File: src/rtl/layer28_label_trainer.sv
// rtl/layer28_label_trainer.sv - labelled-sample sequencer for the 28-neuron layer
// Fires the layer, scans its outputs for argmax, optionally trains, reports and keeps totals.
module layer28_label_trainer #(
  parameter int unsigned       OUT_W      = 8,
  parameter int unsigned       SETTLE_CYC = 2,
  parameter logic [OUT_W-1:0]  TARGET_HI  = '1,
  parameter logic [OUT_W-1:0]  TARGET_LO  = '0,
  parameter int unsigned       CNT_W      = 16
) (
  input  logic                    clock,
  input  logic                    reset_n,
  input  logic                    in_valid,
  output logic                    in_ready,
  input  logic [4:0]              in_label,
  input  logic                    in_train,
  input  logic [27:0][OUT_W-1:0]  layer_out,
  output logic                    layer_valid,
  output logic                    layer_learn,
  output logic [27:0][OUT_W-1:0]  expected_out,
  output logic                    res_valid,
  input  logic                    res_ready,
  output logic [4:0]              res_class,
  output logic                    res_correct,
  output logic                    res_bad_label,
  output logic [CNT_W-1:0]        total_cnt,
  output logic [CNT_W-1:0]        correct_cnt
);

  typedef enum logic [2:0] {
    IDLE   = 3'd0,
    FIRE   = 3'd1,
    SETTLE = 3'd2,
    SCAN   = 3'd3,
    LEARN  = 3'd4,
    REPORT = 3'd5
  } state_t;

  state_t                   state_q, state_d;
  logic [4:0]               label_q, label_d;
  logic                     train_q, train_d;
  logic                     bad_q, bad_d;
  logic [27:0][OUT_W-1:0]   exp_q, exp_d;
  logic [3:0]               settle_q, settle_d;
  logic [4:0]               idx_q, idx_d;
  logic [OUT_W-1:0]         best_q, best_d;
  logic [4:0]               best_idx_q, best_idx_d;
  logic [CNT_W-1:0]         total_q, total_d;
  logic [CNT_W-1:0]         correct_q, correct_d;
  logic [1:0]               rst_sync_q;
  logic                     rst_n_int;
  logic                     correct_now;

  // Reset asserts asynchronously but releases two clocks later, in step with clock.
  always_ff @(posedge clock or negedge reset_n) begin
    if (!reset_n) begin
      rst_sync_q <= 2'b00;
    end else begin
      rst_sync_q <= {rst_sync_q[0], 1'b1};
    end
  end
  assign rst_n_int = rst_sync_q[1];

  assign correct_now = !bad_q && (best_idx_q == label_q);

  always_comb begin
    state_d    = state_q;
    label_d    = label_q;
    train_d    = train_q;
    bad_d      = bad_q;
    exp_d      = exp_q;
    settle_d   = settle_q;
    idx_d      = idx_q;
    best_d     = best_q;
    best_idx_d = best_idx_q;
    total_d    = total_q;
    correct_d  = correct_q;
    case (state_q)
      IDLE: begin
        if (in_valid) begin
          label_d = in_label;
          train_d = in_train;
          bad_d   = (in_label > 5'd27);
          for (int i = 0; i < 28; i++) begin
            exp_d[i] = ((in_label <= 5'd27) && (in_label == 5'(i))) ? TARGET_HI : TARGET_LO;
          end
          state_d = FIRE;
        end
      end
      FIRE: begin
        settle_d = 4'(SETTLE_CYC);
        state_d  = SETTLE;
      end
      SETTLE: begin
        settle_d = settle_q - 4'd1;
        if (settle_q <= 4'd1) begin
          best_d     = layer_out[0];
          best_idx_d = 5'd0;
          idx_d      = 5'd1;
          state_d    = SCAN;
        end
      end
      SCAN: begin
        // Strict compare so equal values keep the lower index.
        if (layer_out[idx_q] > best_q) begin
          best_d     = layer_out[idx_q];
          best_idx_d = idx_q;
        end
        idx_d = idx_q + 5'd1;
        if (idx_q == 5'd27) begin
          state_d = (train_q && !bad_q) ? LEARN : REPORT;
        end
      end
      LEARN: begin
        state_d = REPORT;
      end
      REPORT: begin
        if (res_ready) begin
          if (total_q != {CNT_W{1'b1}}) begin
            total_d = total_q + 1'b1;
          end
          if (correct_now && (correct_q != {CNT_W{1'b1}})) begin
            correct_d = correct_q + 1'b1;
          end
          state_d = IDLE;
        end
      end
      default: begin
        state_d = IDLE;
      end
    endcase
  end

  always_ff @(posedge clock or negedge rst_n_int) begin
    if (!rst_n_int) begin
      state_q    <= IDLE;
      label_q    <= 5'd0;
      train_q    <= 1'b0;
      bad_q      <= 1'b0;
      exp_q      <= '0;
      settle_q   <= 4'd0;
      idx_q      <= 5'd0;
      best_q     <= '0;
      best_idx_q <= 5'd0;
      total_q    <= '0;
      correct_q  <= '0;
    end else begin
      state_q    <= state_d;
      label_q    <= label_d;
      train_q    <= train_d;
      bad_q      <= bad_d;
      exp_q      <= exp_d;
      settle_q   <= settle_d;
      idx_q      <= idx_d;
      best_q     <= best_d;
      best_idx_q <= best_idx_d;
      total_q    <= total_d;
      correct_q  <= correct_d;
    end
  end

  // Strobes decode straight from state so a reset drops them without waiting for a clock.
  assign in_ready      = (state_q == IDLE);
  assign layer_valid   = (state_q == FIRE) || (state_q == LEARN);
  assign layer_learn   = (state_q == LEARN);
  assign res_valid     = (state_q == REPORT);
  assign res_class     = best_idx_q;
  assign res_correct   = res_valid && correct_now;
  assign res_bad_label = res_valid && bad_q;
  assign expected_out  = exp_q;
  assign total_cnt     = total_q;
  assign correct_cnt   = correct_q;

endmodule

File: config.mk
export PLATFORM = sky130hd
export DESIGN_NAME = layer28_label_trainer
export DESIGN_NICKNAME = d
export VERILOG_FILES = /design/src/rtl/layer28_label_trainer.sv
export SDC_FILE = /design/constraint.sdc
export NUM_CORES = 1
export LEC_CHECK = 0
export ABC_CLOCK_PERIOD_IN_PS = 3100
export BUFFER_PORTS_ARGS = -buffer_cell sky130_fd_sc_hd__buf_4
export CAP_MARGIN = 20
export CORE_AREA = 2 2 195 197
export CTS_CLUSTER_DIAMETER = 120
export DETAILED_ROUTE_END_ITERATION = 6
export DIE_AREA = 0 0 197 199
export GPL_ROUTABILITY_DRIVEN = 0
export GPL_TIMING_DRIVEN = 0
export PLACE_DENSITY = 0.45
export RECOVER_POWER = 25
export SLEW_MARGIN = 20
export SYNTH_ARGS = -nofsm -noshare
export SYNTH_HDL_FRONTEND = slang
export SYNTH_SLANG_ARGS = --single-unit
File: constraint.sdc
create_clock -name clock -period 3.1 [get_ports clock]
set_input_delay 0.465 -clock clock [delete_from_list [all_inputs] [get_ports clock]]
set_output_delay 0.465 -clock clock [all_outputs]
set_load 0.005 [all_outputs]
# --- After elaboration in Yosys (flattened, before gate mapping) ---
# Cells that the tools add are included.
totals:
  register_bits: 290
  word_cells: 179
op_classes:
  n_addsub: 4
  order_cmp: 5
  n_eq_ne: 41
  n_mux: 45
  reduce_logical: 45
ops:
  columns: ["op", "n"]
  rows:
  - ["$mux 8", 31]
  - ["$eq 5x5->1 const B", 13]
  - ["$bmux 8 s5", 1]
  - ["$eq 5x4->1 const B", 8]
  - ["$logic_and 1x1->1", 33]
  - ["$add 16x1->16 const B", 2]
  - ["$ne 16x16->1 const B", 2]
  - ["$eq 5x3->1 const B", 4]
  - ["$pmux 5 s2", 2]
  - ["$pmux 3 s6", 1]
  - ["$pmux 8 s2", 1]
  - ["$mux 5", 3]
  - ["$mux 3", 4]
  - ["$eq 5x2->1 const B", 2]
  - ["$reduce_and 3->1", 3]
  - ["$gt 8x8->1", 1]
  - ["$ne 2x2->1 const B", 4]
  - ["$pmux 4 s2", 1]
  - ["$eq 3x2->1 const B", 2]
  - ["$eq 3x3->1 const B", 2]
  - ["$lt 5x6->1 const B", 1]
  - ["$add 5x1->5 const B", 1]
  - ["$eq 5x1->1 const B", 1]
  - ["$eq 5x5->1", 1]
  - ["other kinds (14)", 16]

# --- Longest topological paths before layout ---
logic_depth:
  ltp_word: 5
  depth_mapped: 13
  mapped_depth_nobuf: 10

# --- Worst setup path after synthesis ---
# No wires, ideal clock.
synth_timing:
  kind: "reg-to-reg"
  from: "register idx_q[0]"
  to: "register best_q[1]"
  setup_ns: 0.079
  arrival_ns: 3.073
  required_ns: 3.021
  path_slack_ns: -0.052
  path_stages_with_launch: 14
  synth_period_minus_slack_ns: 3.152
  path_cell_list: "dfrtp_1 -> buf_4 -> buf_4 -> mux2_1 -> a221oi_1 -> and3_1 -> nor2_1 -> ha_1 -> nor2b_1 -> o211ai_1 -> a2111oi_1 -> a211oi_2 -> buf_2 -> mux2i_1"
synth_between:
  elab_chain_len: 5
  word_cells_on_any_way: 7
  classes_between: "1 x order compare; 1 x eq/ne; 4 x mux; 1 x reduce/logical"
synth_lines:
  columns: ["element", "line", "source"]
  rows:
  - ["from (decl)", "44", "logic [4:0] idx_q, idx_d;"]
  - ["from (signal assigned)", "153", "idx_q <= idx_d;"]
  - ["$bmux 8 s5 (*)", "104, 105", null]
  - ["$mux 8 (implied by the code) (*)", "104, 105", null]
  - ["$gt 8x8->1", "104", "if (layer_out[idx_q] > best_q) begin"]
  - ["$ne 2x2->1 (no line)", null, null]
  - ["$reduce_and 3->1 (no line)", null, null]
  - ["to (signal assigned)", "154", "best_q <= best_d;"]
  - ["to (decl)", "45", "logic [OUT_W-1:0] best_q, best_d;"]
# Mark *: on every way between the ends. The rest lies on a longest branch, timed or not. The select of a mux whose other input is x is not followed.
# A chain may end at the register's enable or synchronous reset.

# --- Final worst setup path ---
layout_timing:
  from: "register idx_q[0]"
  to: "register best_q[0]"
# The elaborated chain is that of the path after synthesis.

==> metrics.cfg <==
[layout]
nNetsFinal = 1583
area_growth_pct = 66.9
multi_input_area_um2 = 4140
n_fill_cell = 3809
final_layout_size_suffix_gt1_frac = 0.639
fin_cells = 1817
ff_latch_area_um2 = 2350

[synth]
synth_xor_area_frac = 0.0409
synth_mux_area_frac = 0.177
synth.most_common_cell = buf_4
yosysTopAreaCell = dfrtp_1
synth-compound-area-share = 0.110
synthCells = 810
synth-simple-area-share = 0.133
synth_area_leaders = dfrtp_1 30%, buf_4 19%, mux4_2 11%
synth_edf_count = 0
synth_async_sr_flop_share = 1.00
synth-main-ff-cell = dfrtp_1
synth.distinct_cells = 62
synth_top_cell_area_share = 0.297
syn_area_per_cell_um2 = 9.79
netlist_area_um2 = 7930
seq_area_frac_synth = 0.297
ys_top_cells_by_count = 201 x buf_4, 94 x dfrtp_1, 79 x nand2_1
yosys_warnings = 0
synthAdderAreaFrac = 0.0205
synth_top_family_by_area = buffers and inverters
ys_seq_elements = 94
syn_nets = 1057

[worst_setup_path]
path_class = reg -> reg
cp_top_family = multiplexers
crit_top_cell = nor2_2
cp.required_ps = 3340
crit_cells = 13
crit_fanout = 7
crit_slowest_cell = dfrtp_2
worstRegToRegCells = 13
crit_path_end_kind = flip-flop
slowest_delay_ps = 510
path_buf_inv = 3
critPathLaunchType = flip-flop
arrival_ps = 3630
path_cells = buf_12, buf_8, mux4_2, a22oi_2, and3_1, nor2_2, ha_1, nand4_1, nor2_2, nor2_2, a211oi_4, buf_12, mux2_4

[outcome]
status = finished with violations
violations = max-capacitance violations, max-slew violations, negative setup slack

[die]
core-area_um2 = 37100
num_rows = 71
dieArea_um2 = 39200
die_w_um = 197
io_pins = 501
start_util = 0.214
dieHeight_um = 199

[routing]
vias_per_cell = 4.29
drc_errors = 0
num_vias = 7800
first_pass_iters = 4
drt-total-wl_um = 33500
antenna_left = 0
drt_iter0_drc = 249
wl_per_cell_um = 18.4

[sta]
relSlewSlack = -0.172
post-route-period-util = 1.09
tightest_slew_ps = 1760
layout_min_cycle_time_ps = 3390
slew_viol_final = 42
rsz0062_at_grt = true
fmax_mhz = 295
setup_viol = 13
hold_ws_ps = 326
finalSetupTns_ps = -3500
skew_ps = 7.01
worst_slack_ps = -290
hold_viol = 0

[global_route]
grtUsageTotal = 0.162
grt_pass1_vias = 7805
grt_overflow = 0
grt_max_degree = 53
grt_first_pass_wirelength_um = 47800
grt_antenna_before_repair = 2

[clock_tree]
cts_root_buf = clkbuf_16
clockBufferDepth = 2
htreeDepth = 3
cts.sink_count = 94
clk_latency_ps = 360
cts_buffers = 9
clk_pin_slew_ps = 70
cts_tree = built

[pwr]
vdd_ir_drop_max_v = 0.000335
power_uw = 8740
p_leak_uw = 0.00681
p_per_area_nw_per_um2 = 660

[place]
dp_hpwl_um = 27700
dp.cells = 1782
portBuffers = 497

[job]
maxCapViolations = 1

[min_path]
holdPathStages = 2
hp-class = in -> reg

where the power goes:
part	switching [µW]	leakage, µW	internal (µW)
clock network	514	0.000130	547
logic	2650	0.00543	3260
registers	299	0.00125	1470
total	3470	0.00681	5270
final cells by class:
class | count | area share
timing repair buffer | 517 | 0.301
multi-input combinational | 454 | 0.313
clock buffer | 11 | 0.0176
antenna | 2 | 0.000378
tap | 474 | 0.0448
clock inverter | 5 | 0.00265
inverter | 19 | 0.00539
buffer | 241 | 0.137
sequential | 94 | 0.178
timing repair:
action                                  4_1_cts  5_1_grt
pin swaps                                    13       30
endpoints found under the hold margin         2        0
hold buffers                                  1        0
gates resized for setup                      56       52
endpoints found under the setup margin       13       13
cloned                                        2        3
setup buffers                                11        4
through the flow:
step | setup slack (ps) | area [µm²] | utilization
final | -290 | 13200 | 0.356
after global routing | -434 | 13200 | 0.356
after CTS | -286 | 13000 | 0.349
after detailed placement | -1010 | 12300 | 0.331
after global placement | -1290 | 12300 | 0.330
after floorplan | 15.6 | 7930 | -
per-layer routing:
layer / wire, µm / global-route usage / vias to the layer above
li1: - / - / 3766
met1: 11800 / 0.166 / 3631
met2: 18000 / 0.311 / 358
met3: 2390 / 0.0375 / 45
met4: 1210 / 0.0771 / 0
met5: 0 / 0 / -
final timing paths:
| path | endpoint | slack (ps) | start |
|---|---|---|---|
| worst max-delay path | best_q[0]$_DFFE_PN0P_ | -290 | idx_q[0]$_DFFE_PN0P_ |
| worst min-delay path | train_q$_DFFE_PN0P_ | 330 | in_train |
| worst max register to register | best_q[0]$_DFFE_PN0P_ | -290 | idx_q[0]$_DFFE_PN0P_ |
| worst min register to register | rst_sync_q[1]$_DFF_PN0_ | 350 | rst_sync_q[0]$_DFF_PN0_ |
| max in group asynchronous | correct_cnt[3]$_DFFE_PN0P_ | 660 | rst_sync_q[1]$_DFF_PN0_ |
| min in group asynchronous | rst_sync_q[1]$_DFF_PN0_ | 420 | reset_n |
registers in the layout, summed over array words and instances, names as in the netlist:
name / cells
rst_sync_q: 2
expected_out: 28
total_cnt: 16
correct_cnt: 16
label_q: 5
best_q: 8
res_class: 5
state_q: 3
train_q: 1
bad_q: 1
settle_q: 4
idx_q: 5
cells by family after synthesis:
| family | after synthesis |
|---|---|
| multiplexers | 86 |
| buffers and inverters | 262 |
| adder cells (fa/ha/maj) | 13 |
| other | 1 |
| AND/OR/NAND/NOR | 199 |
| AO/OA/AOI/OAI | 118 |
| flip-flops | 94 |
| XOR/XNOR | 37 |
cell usage in the layout (no fill, tap or decap), types with 11 or more instances in the layout:
master / Yosys / final
nor2_1: 21 / 15
dfrtp_1: 94 / 93
nor2b_1: 14 / 13
mux2_1: 24 / 16
clkbuf_16: 0 / 12
xnor2_1: 21 / 21
buf_12: 0 / 11
nand3_1: 12 / 12
o21ai_0: 12 / 12
inv_1: 18 / 18
clkbuf_1: 25 / 26
mux4_2: 40 / 40
nand2_1: 79 / 78
buf_4: 201 / 692
nand4_1: 13 / 13
clkbuf_4: 0 / 12
ha_1: 13 / 11
o31ai_1: 29 / 29
xor2_1: 16 / 16
mux2i_1: 12 / 12
Note: power is estimated with default switching activity, not from simulation.
